### src/rtl/serial_rx_pkg.sv
// serial_rx_pkg: shared types and defaults for the serial frame receiver.
//   state_t        - receiver FSM state encoding
//   SYNC_W_DEF etc - default sync/payload geometry
//   parity_bad()   - parity verdict over payload reduction plus parity bit
package serial_rx_pkg;

    typedef enum logic [1:0] {
        HUNT   = 2'd0,
        DATA   = 2'd1,
        PARITY = 2'd2
    } state_t;

    localparam int unsigned SYNC_W_DEF = 4;
    localparam logic [3:0]  SYNC_DEF   = 4'b1011;
    localparam int unsigned DATA_W_DEF = 8;

    // payload_xor is the XOR reduction of the payload; a frame is bad when the
    // total parity of payload plus parity bit differs from the selected sense.
    function automatic logic parity_bad(input logic payload_xor, input logic par_bit,
                                        input logic odd_par);
        return (payload_xor ^ par_bit) != odd_par;
    endfunction

endpackage

### src/rtl/serial_frame_rx_sync_window.sv
// sync_window: SYNC_W-bit history shift register with a combinational match.
// Ports:
//   clk    - rising-edge clock
//   rst    - synchronous active-low reset (clears history)
//   en     - shift sin into the history this edge
//   clr    - synchronous clear of the history (beats en)
//   bit_in - serial bit
//   match  - high when {history[W-2:0], bit_in} equals PAT
module sync_window #(
    parameter int unsigned W   = 4,
    parameter logic [W-1:0] PAT = 4'b1011
) (
    input  logic clk,
    input  logic rst,
    input  logic en,
    input  logic clr,
    input  logic bit_in,
    output logic match
);

    logic [W-1:0] hist_q;
    logic [W-1:0] hist_next;

    // Match looks at the window including the bit being sampled now, so the
    // sync is recognised on the same edge that delivers its last bit.
    assign hist_next = {hist_q[W-2:0], bit_in};
    assign match     = (hist_next == PAT);

    always_ff @(posedge clk) begin
        if (!rst) begin
            hist_q <= '0;
        end else if (clr) begin
            hist_q <= '0;
        end else if (en) begin
            hist_q <= hist_next;
        end
    end

endmodule

### src/rtl/serial_frame_rx.sv
// serial_frame_rx: hunts a serial stream for a sync pattern, deserialises a
// DATA_W-bit payload MSB-first and checks a trailing parity bit.
// Ports:
//   clk        - rising-edge clock
//   rst        - synchronous active-low reset
//   sin        - serial data in
//   sin_en     - bit enable; sin is sampled only when high
//   dout       - last received payload (held between frames)
//   dout_valid - one-cycle strobe when dout/parity_err update
//   parity_err - parity verdict of the last frame (held)
//   sync_lock  - high while receiving payload or parity
//   frame_cnt  - count of good-parity frames, wrapping
module serial_frame_rx
    import serial_rx_pkg::*;
#(
    parameter int unsigned SYNC_W  = SYNC_W_DEF,
    parameter logic [SYNC_W-1:0] SYNC = SYNC_DEF,
    parameter int unsigned DATA_W  = DATA_W_DEF,
    parameter bit          ODD_PAR = 1'b0,
    parameter int unsigned CNT_W   = 8
) (
    input  logic              clk,
    input  logic              rst,
    input  logic              sin,
    input  logic              sin_en,
    output logic [DATA_W-1:0] dout,
    output logic              dout_valid,
    output logic              parity_err,
    output logic              sync_lock,
    output logic [CNT_W-1:0]  frame_cnt
);

    localparam int unsigned BW = $clog2(DATA_W);
    localparam logic [BW-1:0] LAST_BIT = BW'(DATA_W - 1);

    state_t              state_q, state_d;
    logic [BW-1:0]       bit_cnt_q;
    logic [DATA_W-1:0]   shift_q;
    logic [DATA_W-1:0]   dout_q;
    logic                valid_q;
    logic                perr_q;
    logic [CNT_W-1:0]    cnt_q;
    logic                sync_match;
    logic                frame_bad;

    sync_window #(
        .W   (SYNC_W),
        .PAT (SYNC)
    ) u_sync_window (
        .clk    (clk),
        .rst    (rst),
        .en     (sin_en && (state_q == HUNT)),
        .clr    (sin_en && (state_q == PARITY)),
        .bit_in (sin),
        .match  (sync_match)
    );

    assign frame_bad = parity_bad(^shift_q, sin, ODD_PAR);

    always_comb begin
        state_d = state_q;
        case (state_q)
            HUNT:    if (sin_en && sync_match) state_d = DATA;
            DATA:    if (sin_en && (bit_cnt_q == LAST_BIT)) state_d = PARITY;
            PARITY:  if (sin_en) state_d = HUNT;
            default: state_d = HUNT;
        endcase
    end

    always_ff @(posedge clk) begin
        if (!rst) begin
            state_q   <= HUNT;
            bit_cnt_q <= '0;
            shift_q   <= '0;
            dout_q    <= '0;
            valid_q   <= 1'b0;
            perr_q    <= 1'b0;
            cnt_q     <= '0;
        end else begin
            state_q <= state_d;
            valid_q <= 1'b0;
            if (sin_en) begin
                case (state_q)
                    HUNT: begin
                        if (sync_match) bit_cnt_q <= '0;
                    end
                    DATA: begin
                        shift_q   <= {shift_q[DATA_W-2:0], sin};
                        bit_cnt_q <= bit_cnt_q + BW'(1);
                    end
                    PARITY: begin
                        dout_q  <= shift_q;
                        perr_q  <= frame_bad;
                        valid_q <= 1'b1;
                        if (!frame_bad) cnt_q <= cnt_q + CNT_W'(1);
                    end
                    default: ;
                endcase
            end
        end
    end

    assign dout       = dout_q;
    assign dout_valid = valid_q;
    assign parity_err = perr_q;
    assign frame_cnt  = cnt_q;
    assign sync_lock  = (state_q != HUNT);

endmodule

### config.mk
export PLATFORM = sky130hd
export DESIGN_NAME = serial_frame_rx
export DESIGN_NICKNAME = d
export VERILOG_FILES = /design/src/rtl/serial_rx_pkg.sv /design/src/rtl/serial_frame_rx_sync_window.sv /design/src/rtl/serial_frame_rx.sv
export SDC_FILE = /design/constraint.sdc
export NUM_CORES = 1
export LEC_CHECK = 0
export ABC_CLOCK_PERIOD_IN_PS = 2200
export CAP_MARGIN = 20
export CORE_ASPECT_RATIO = 0.7
export CORE_UTILIZATION = 39
export CTS_CLUSTER_DIAMETER = 60
export CTS_CLUSTER_SIZE = 8
export DETAILED_ROUTE_END_ITERATION = 12
export PLACE_DENSITY_LB_ADDON = 0.12
export SLEW_MARGIN = 20
export SYNTH_ARGS = -nofsm -noshare
export SYNTH_HDL_FRONTEND = slang
export SYNTH_HIERARCHICAL = 1
export SYNTH_SLANG_ARGS = --single-unit
### constraint.sdc
create_clock -name clk -period 2.2 [get_ports clk]
set_input_delay 0.44 -clock clk [delete_from_list [all_inputs] [get_ports clk]]
set_output_delay 0.44 -clock clk [all_outputs]
set_load 0.03 [all_outputs]
-- Yosys cells after proc, flatten, opt, wreduce, memory -nomap -nowiden
Cells that the tools add are included.
- logic and storage cells: 43
- register bits after elaboration: 34
- input bits: 4
- output and inout port bits: 19
- bitwise operators: 3
- eq/ne operators: 8
- mux-type cells: 7
- $add $sub $neg: 2
- reductions and logical operators: 15
- operator list (kind ; number):
    AND reduction 3 bit ; 3
    adder 8 x 1 -> 8 bit (second input constant) ; 1
    parity 8 bit ; 1
    two-way mux 2 bit ; 3
    inequality test 2 bit (second input constant) ; 3
    case mux 2 bit (3 select lines) ; 1
    case mux 3 bit (2 select lines) ; 1
    AND reduction 2 bit ; 3
    equality test 4 bit (second input constant) ; 1
    logical AND 1 bit ; 4
    nonzero test 2 bit ; 2
    adder 3 x 1 -> 3 bit (second input constant) ; 1
    equality test 3 bit (second input constant) ; 1
    two-way mux 3 bit ; 1
    equality test 2 x 1 -> 1 bit (second input constant) ; 1
    equality test 2 bit (second input constant) ; 1
    logical NOT 2 bit ; 1
    inequality test 2 x 1 -> 1 bit (second input constant) ; 1
    NOT 1 bit ; 2
    OR reduction 2 bit ; 1
    two-way mux 1 bit ; 1
    bitwise XOR 1 bit ; 1

-- Logic depth before layout (Yosys ltp)
Gate-level depths: netlist of the first run.
- depth after elaboration: 4
- mapped depth: 8
- depth with buffers taken out: 6

-- Cells and area by module
The synthesis of the first run kept the hierarchy.
- by module, submodules not included (module ; cells each ; area an instance (µm²) ; instances ; seq. area each (µm²)):
    serial_frame_rx ; 148 ; 1307.5 ; 1 ; 620.6
    sync_window ; 11 ; 117.6 ; 1 ; 60.1

-- Least setup slack after synthesis of the first run
OpenSTA, ideal clock, no wires.
- path kind: input-to-reg
- from: in sin
- to: reg cnt_q[7] (netlist: frame_cnt[7])
- data arrival time: 1773 ps
- slack: 357 ps
- buffers on the path: 0
- library setup time: 70 ps
- stages: 5
- required time: 2130 ps
- cell sequence: xnor2_1 xnor3_2 mux2i_2 or4_1 a21oi_1
- word-level cells in the longest chain between the ends: 3
- RTL lines (item ; line ; RTL):
    start: declaration ; serial_frame_rx.sv:24 ; input logic sin,
    bitwise XOR 1 bit ; serial_rx_pkg.sv:21 ; return (payload_xor ^ par_bit) != odd_par;
    NOT 1 bit (no source line) ; - ;
    AND reduction 3 bit (no source line) ; - ;
    end signal: assignment ; serial_frame_rx.sv:95 ; if (!frame_bad) cnt_q <= cnt_q + CNT_W'(1);
    end: declaration ; serial_frame_rx.sv:42 ; logic [CNT_W-1:0] cnt_q;
No other way between the ends.
A chain may end at the register's enable or synchronous reset.

-- Worst setup path in the final report of the first run
- from: in sin
- to: reg cnt_q[5] (netlist: frame_cnt[5])
Same word-level chain as after synthesis.

==> results of run 1 <==
synthesized netlist by cell type:
cell type and instances:
or3_1 6, a21oi_1 19, dfxtp_1 34, inv_1 5, nand2b_1 1, buf_4 1
xnor3_2 1, and4b_1 1, nor2_1 19, xnor2_1 2, mux2i_2 1, or2_2 1
clkbuf_1 6, nand4_1 5, o211a_1 1, or4_1 1, mux2i_1 12, o21ai_0 5
xnor3_1 1, nand2_1 22, ha_1 3, nand3b_1 1, buf_2 2, and2_1 2
nor3_1 1, nand3_1 2, o31ai_1 1, o211ai_1 1, xor2_1 2
state kept, by name, indices dropped and copies added (netlist names):
register,flops
dout_valid,1
bit_cnt_q,3
frame_cnt,8
shift_q,8
parity_err,1
u_sync_window/hist_q,3
state_q,2
dout,8
power breakdown:
part | switching (mW) | leakage, nW | internal (mW) | total [mW]
clock | 0.205 | 0.0482 | 0.252 | 0.457
combinational | 0.0179 | 0.427 | 0.0148 | 0.0327
sequential | 0.00137 | 0.274 | 0.618 | 0.619
area by class of cell:
| type | count | area [um^2] | area share |
|---|---|---|---|
| clock buffers | 7 | 86.33 | 0.04775 |
| clock inverters | 1 | 5.005 | 0.002768 |
| inverters | 5 | 18.77 | 0.01038 |
| multi-input cells | 111 | 685.7 | 0.3792 |
| flip-flops and latches | 34 | 680.7 | 0.3765 |
| well taps | 47 | 58.81 | 0.03253 |
| repair buffers | 29 | 272.8 | 0.1509 |
metrics by stage:
step | hold WS [ns] | utilization
finish | 0.4546 | 0.5449
global route | 0.4711 | 0.5449
CTS | 0.4564 | 0.5449
detailed placement | 0.4472 | 0.5173
global placement | 0.4425 | 0.5173
floorplan | 0.4356 | -
tightest hold or removal path: cells and delay by family, from the launching register on:
family | cells | cell delay, ns
DFF | 1 | 0.31
AOI/OAI and AO/OA | 1 | 0.05
and+or+nand+nor | 1 | 0.05
how the worst max path moves through the flow:
stage	from	to	slack (ns)	depth (start not counted)
after floorplan	sin	frame_cnt[7]	0.36	5
final	sin	frame_cnt[5]	0.10	7
after global routing	sin	frame_cnt[6]	0.01	7
after CTS	sin	frame_cnt[5]	0.10	7
after global placement	sin	frame_cnt[3]	-0.14	7
after detailed placement	sin	frame_cnt[5]	-0.18	7
per-layer routing:
metal	GRT usage	up-vias	share of wire
li1	-	593	-
met1	0.2005	520	0.50
met2	0.2591	17	0.46
met3	0.07115	2	0.039
met4	0.05660	0	0.0051
met5	0	-	0
logic make-up (layout without fill, tap and decap cells):
kind of cell	Yosys count	after routing	synth area share
fa+ha+maj	3	3	0.02634
simple gates	62	62	0.2019
xor+xnor	6	6	0.05707
flops	34	34	0.4776
buf+inv	14	42	0.04127
compound gates	27	27	0.1018
mux	13	13	0.09394
==> impl_metrics.py, run 1 <==
metrics = {
    "drt": {
        "avgRoutedWirePerCell_um": 11.74,
        "initialDrtViolationCount": 52,
        "vias_per_cell": 4.838,
        "detail-route-antenna-nets": 0,
        "finalWirelength_um": 2746,
        "dr.pass1.iters": 4,
        "drc": 0,
        "vias": 1132,
    },
    "clock_tree": {
        "clkLatencyLatePin_ns": 0.28,
        "cts_setup_buffers": 0,
        "htreeDepth": 2,
        "cts_tree": "done",
        "clockRootBuffer": "clkbuf_8",
        "cts_hold_buf": 0,
        "ctsResizeCount": 0,
        "path_clk_slew_ns": 0.06,
        "clk_path_buf_depth": 2,
        "clock-sinks": 34,
        "cts_buffers": 5,
    },
    "floorplanning": {
        "io_pins": 23,
        "core_region_area_um2": 3318,
        "initial_core_util": 0.4295,
        "die_area_um2": 3904,
        "row_count": 17,
        "fp.dieW_um": 74.25,
        "dieHeight_um": 52.58,
    },
    "placement": {
        "hpwl_um": 1986,
        "dp.cells": 226,
        "place_ws_ns": -0.1827,
        "place_area_um2": 1717,
        "io_buffers": 22,
        "place_congestion": 0.7338,
    },
    "critical_path": {
        "endpoint_kind": "flip-flop",
        "critPathLaunchType": "input pin",
        "crit_arrival_ns": 2.30,
        "critPathSlowestCell": "clkdlybuf4s50_1",
        "setup.worst_path.class": "in -> reg",
        "reg2reg_from": "shift_q[5]",
        "crit_chain": "clkdlybuf4s50_1 -> xnor2_1 -> xnor3_2 -> mux2i_2 -> buf_4 -> or3_1 -> a21oi_1",
        "cp_max_fo": 13,
        "crit_required_ns": 2.40,
        "rrSetupSlack_ns": 0.25,
        "rr_worst_depth": 6,
        "slowest_delay_ns": 0.44,
        "reg2reg_to": "frame_cnt[5]",
        "path_buf_inv": 2,
        "critical-path-top-delay-family": "buffers and inverters",
    },
    "layout": {
        "final_common_cell": "dfxtp_1",
        "stdcell_count": 234,
        "area_growth_pct": 26.87,
        "antenna_cells": 0,
        "drive_gt1_frac": 0.09091,
        "final_cell_mix": "dfxtp_1 (34), nand2_1 (22), clkdlybuf4s50_1 (22)",
        "final_area_um2": 1808,
        "n_fill_cell": 324,
        "fin_nets": 193,
    },
    "pwr": {
        "power_density_nw_per_um2": 613.1,
        "leakagePower_nw": 0.7490,
        "p_total_mw": 1.108,
        "ir_worst_vdd_mv": 0.3990,
    },
    "sta": {
        "drv_slew": 0,
        "period_minus_slack_ns": 2.098,
        "hold_viol_final": 0,
        "rsz0062_at_grt": "false",
        "setup_ws_ns": 0.1019,
        "fmax_mhz": 476.6,
        "finalSetupTns_ns": 0,
        "tightest_slew_ns": 0.3165,
        "fin_crit_sh": 0.9537,
        "finClkSkew_ns": 0.007175,
        "relSlewSlack": 0.7884,
        "setup_viol": 0,
    },
    "global_route": {
        "grt_pass1_vias": 1043,
        "grt_max_degree": 23,
        "grt_overflow": 0,
        "grt_pass1_wl_um": 4581,
        "grt.total_usage": 0.1642,
        "antenna_found_initial": 0,
    },
    "synth": {
        "syn_area_um2": 1425,
        "synth_top_area_frac": 0.4776,
        "yosysWarnings": 6,
        "synth_area_leader_cell": "dfxtp_1",
        "synth-seq-area-share": 0.4776,
        "ys_ff_latch": 34,
        "ys_top_cells_by_area": "dfxtp_1 (48%), mux2i_1 (8.4%), a21oi_1 (6.7%)",
        "synth.distinct_cells": 29,
        "synth_nets": 166,
        "syn_avg_cell_area_um2": 8.963,
        "netlist_instances": 159,
    },
    "worst_hold_path": {
        "hold_path.startpoint": "dout[4]",
        "hold_depth": 2,
        "hold_class": "reg -> reg",
        "min_to": "dout[4]",
    },
    "outcome": {
        "status": "finished, final reports clean",
    },
    "flow_run": {
        "cap_violations": 0,
    },
}
No activity file was read; power rests on OpenSTA's default activity.
==> run 2: changes to the inputs <==
MAX_ROUTING_LAYER = met4   (was default)
TNS_END_PERCENT = 30   (was default)
==> impl_metrics.py, run 2 (synthesis results as in run 1) <==
metrics = {
    "outcome": {
        "status": "finished, final reports clean",
    },
    "global_route": {
        "grt_pass1_vias": 1050,
        "grt_pass1_wl_um": 4581,
        "grt_max_degree": 23,
        "grt_overflow": 0,
        "antenna_found_initial": 0,
        "grt.total_usage": 0.1687,
    },
    "sta": {
        "drv_slew": 0,
        "rsz0062_at_grt": "false",
        "hold_viol_final": 0,
        "setup_viol": 0,
        "relSlewSlack": 0.7884,
        "hold_slack_ns": 0.4546,
        "fmax_mhz": 476.5,
        "period_minus_slack_ns": 2.099,
        "finClkSkew_ns": 0.007238,
        "tightest_slew_ns": 0.3165,
        "fin_crit_sh": 0.9540,
    },
    "critical_path": {
        "critPathSlowestCell": "clkdlybuf4s50_1",
        "crit_chain": "clkdlybuf4s50_1 -> xnor2_1 -> xnor3_2 -> mux2i_2 -> buf_4 -> or3_1 -> a21oi_1",
        "crit_required_ns": 2.40,
        "rr_worst_depth": 6,
        "crit_arrival_ns": 2.30,
        "critPathLaunchType": "input pin",
        "slowest_delay_ns": 0.44,
        "path_buf_inv": 2,
        "setup.worst_path.class": "in -> reg",
        "cp.depth": 7,
        "cp_max_fo": 13,
        "endpoint_kind": "flip-flop",
        "critical-path-top-delay-family": "buffers and inverters",
    },
    "drt": {
        "avgRoutedWirePerCell_um": 11.74,
        "dr.pass1.iters": 4,
        "detail-route-antenna-nets": 0,
        "vias_per_cell": 4.850,
        "initialDrtViolationCount": 50,
        "vias": 1135,
        "finalWirelength_um": 2747,
        "drc": 0,
    },
    "clock_tree": {
        "clk_path_buf_depth": 2,
        "cts_hold_buf": 0,
        "cts_setup_buffers": 0,
        "clkLatencyLatePin_ns": 0.28,
        "htreeDepth": 2,
        "cts_buffers": 5,
        "clock-sinks": 34,
        "cts_tree": "done",
        "clockRootBuffer": "clkbuf_8",
        "ctsResizeCount": 0,
        "path_clk_slew_ns": 0.06,
    },
    "pwr": {
        "p_int_uw": 884.4,
        "switching_share": 0.2024,
        "power_density_nw_per_um2": 613.3,
        "seqPwrFrac": 0.558,
        "p_comb_frac": 0.029,
        "p_switching_uw": 224.4,
        "ir_worst_vdd_mv": 0.3989,
        "p_total_mw": 1.109,
        "leakagePower_nw": 0.7490,
        "p_clk_frac": 0.412,
    },
    "flow_run": {
        "cap_violations": 0,
    },
    "worst_hold_path": {
        "hold_class": "reg -> reg",
        "hold_depth": 2,
    },
    "floorplanning": {
        "io_pins": 23,
        "die_area_um2": 3904,
        "core_region_area_um2": 3318,
        "dieHeight_um": 52.58,
        "initial_core_util": 0.4295,
        "row_count": 17,
        "fp.dieW_um": 74.25,
    },
    "layout": {
        "area_growth_pct": 26.87,
        "antenna_cells": 0,
        "fin_nets": 193,
        "final_common_cell": "dfxtp_1",
        "final_cell_mix": "dfxtp_1 (34), nand2_1 (22), clkdlybuf4s50_1 (22)",
        "drive_gt1_frac": 0.09091,
        "n_fill_cell": 324,
    },
    "placement": {
        "place_congestion": 0.7428,
        "hpwl_um": 1986,
        "io_buffers": 22,
    },
}
[run 2: cell counts in the layout (fill, tap and decap cells not counted)]
No cell type changed its count.
[run 2: per-stage QoR]
stage	cell area [um^2]	std cells	worst slack [ns]	setup TNS, ns	util
2_1_floorplan	1425	159	0.3567	0	-
3_3_place_gp	1717	226	-0.1393	-0.8147	0.5173
3_5_place_dp	1717	226	-0.1827	-1.116	0.5173
4_1_cts	1808	234	0.1040	0	0.5449
5_1_grt	1808	234	0.01189	0	0.5449
6_report	1808	234	0.1012	0	0.5449
[run 2: final timing paths]
kind,from,to,slack (ns)
worst max register to register,shift_q[5],frame_cnt[5],0.25
worst min register to register,dout[4],dout[4],0.45
worst min-delay path,dout[4],dout[4],0.45
worst max-delay path,sin,frame_cnt[5],0.10
[run 2: cell type report]
type	instances	area, um^2	share of cell area
Timing Repair Buffer	29	272.8	0.1509
Tap cell	47	58.81	0.03253
Inverter	5	18.77	0.01038
Multi-Input combinational cell	111	685.7	0.3792
Clock buffer	7	86.33	0.04775
Sequential cell	34	680.7	0.3765
Clock inverter	1	5.005	0.002768
[run 2: routing by layer]
layer / global-route usage / vias to the layer above / wire [um]
li1: - / 595 / -
met1: 0.2017 / 519 / 1375
met2: 0.2591 / 16 / 1243
met3: 0.06923 / 5 / 89
met4: 0.05660 / 0 / 39
met5: - / - / 0
[run 2: tightest hold or removal path: stages, from the launching register on]
cell	delay (ns)
dfxtp_1	0.31
nand2_1	0.05
a21oi_1	0.05
[run 2: power groups by stage]
| stage | Sequential (mW) | Combinational [mW] | Clock, mW |
|---|---|---|---|
| floorplan | 0.632 | 0.0199 | 0 |
| global placement | 0.632 | 0.0321 | 0 |
| detailed placement | 0.633 | 0.0326 | 0 |
| CTS | 0.619 | 0.0328 | 0.480 |
| global route | 0.618 | 0.0349 | 0.512 |
| finish | 0.619 | 0.0326 | 0.457 |
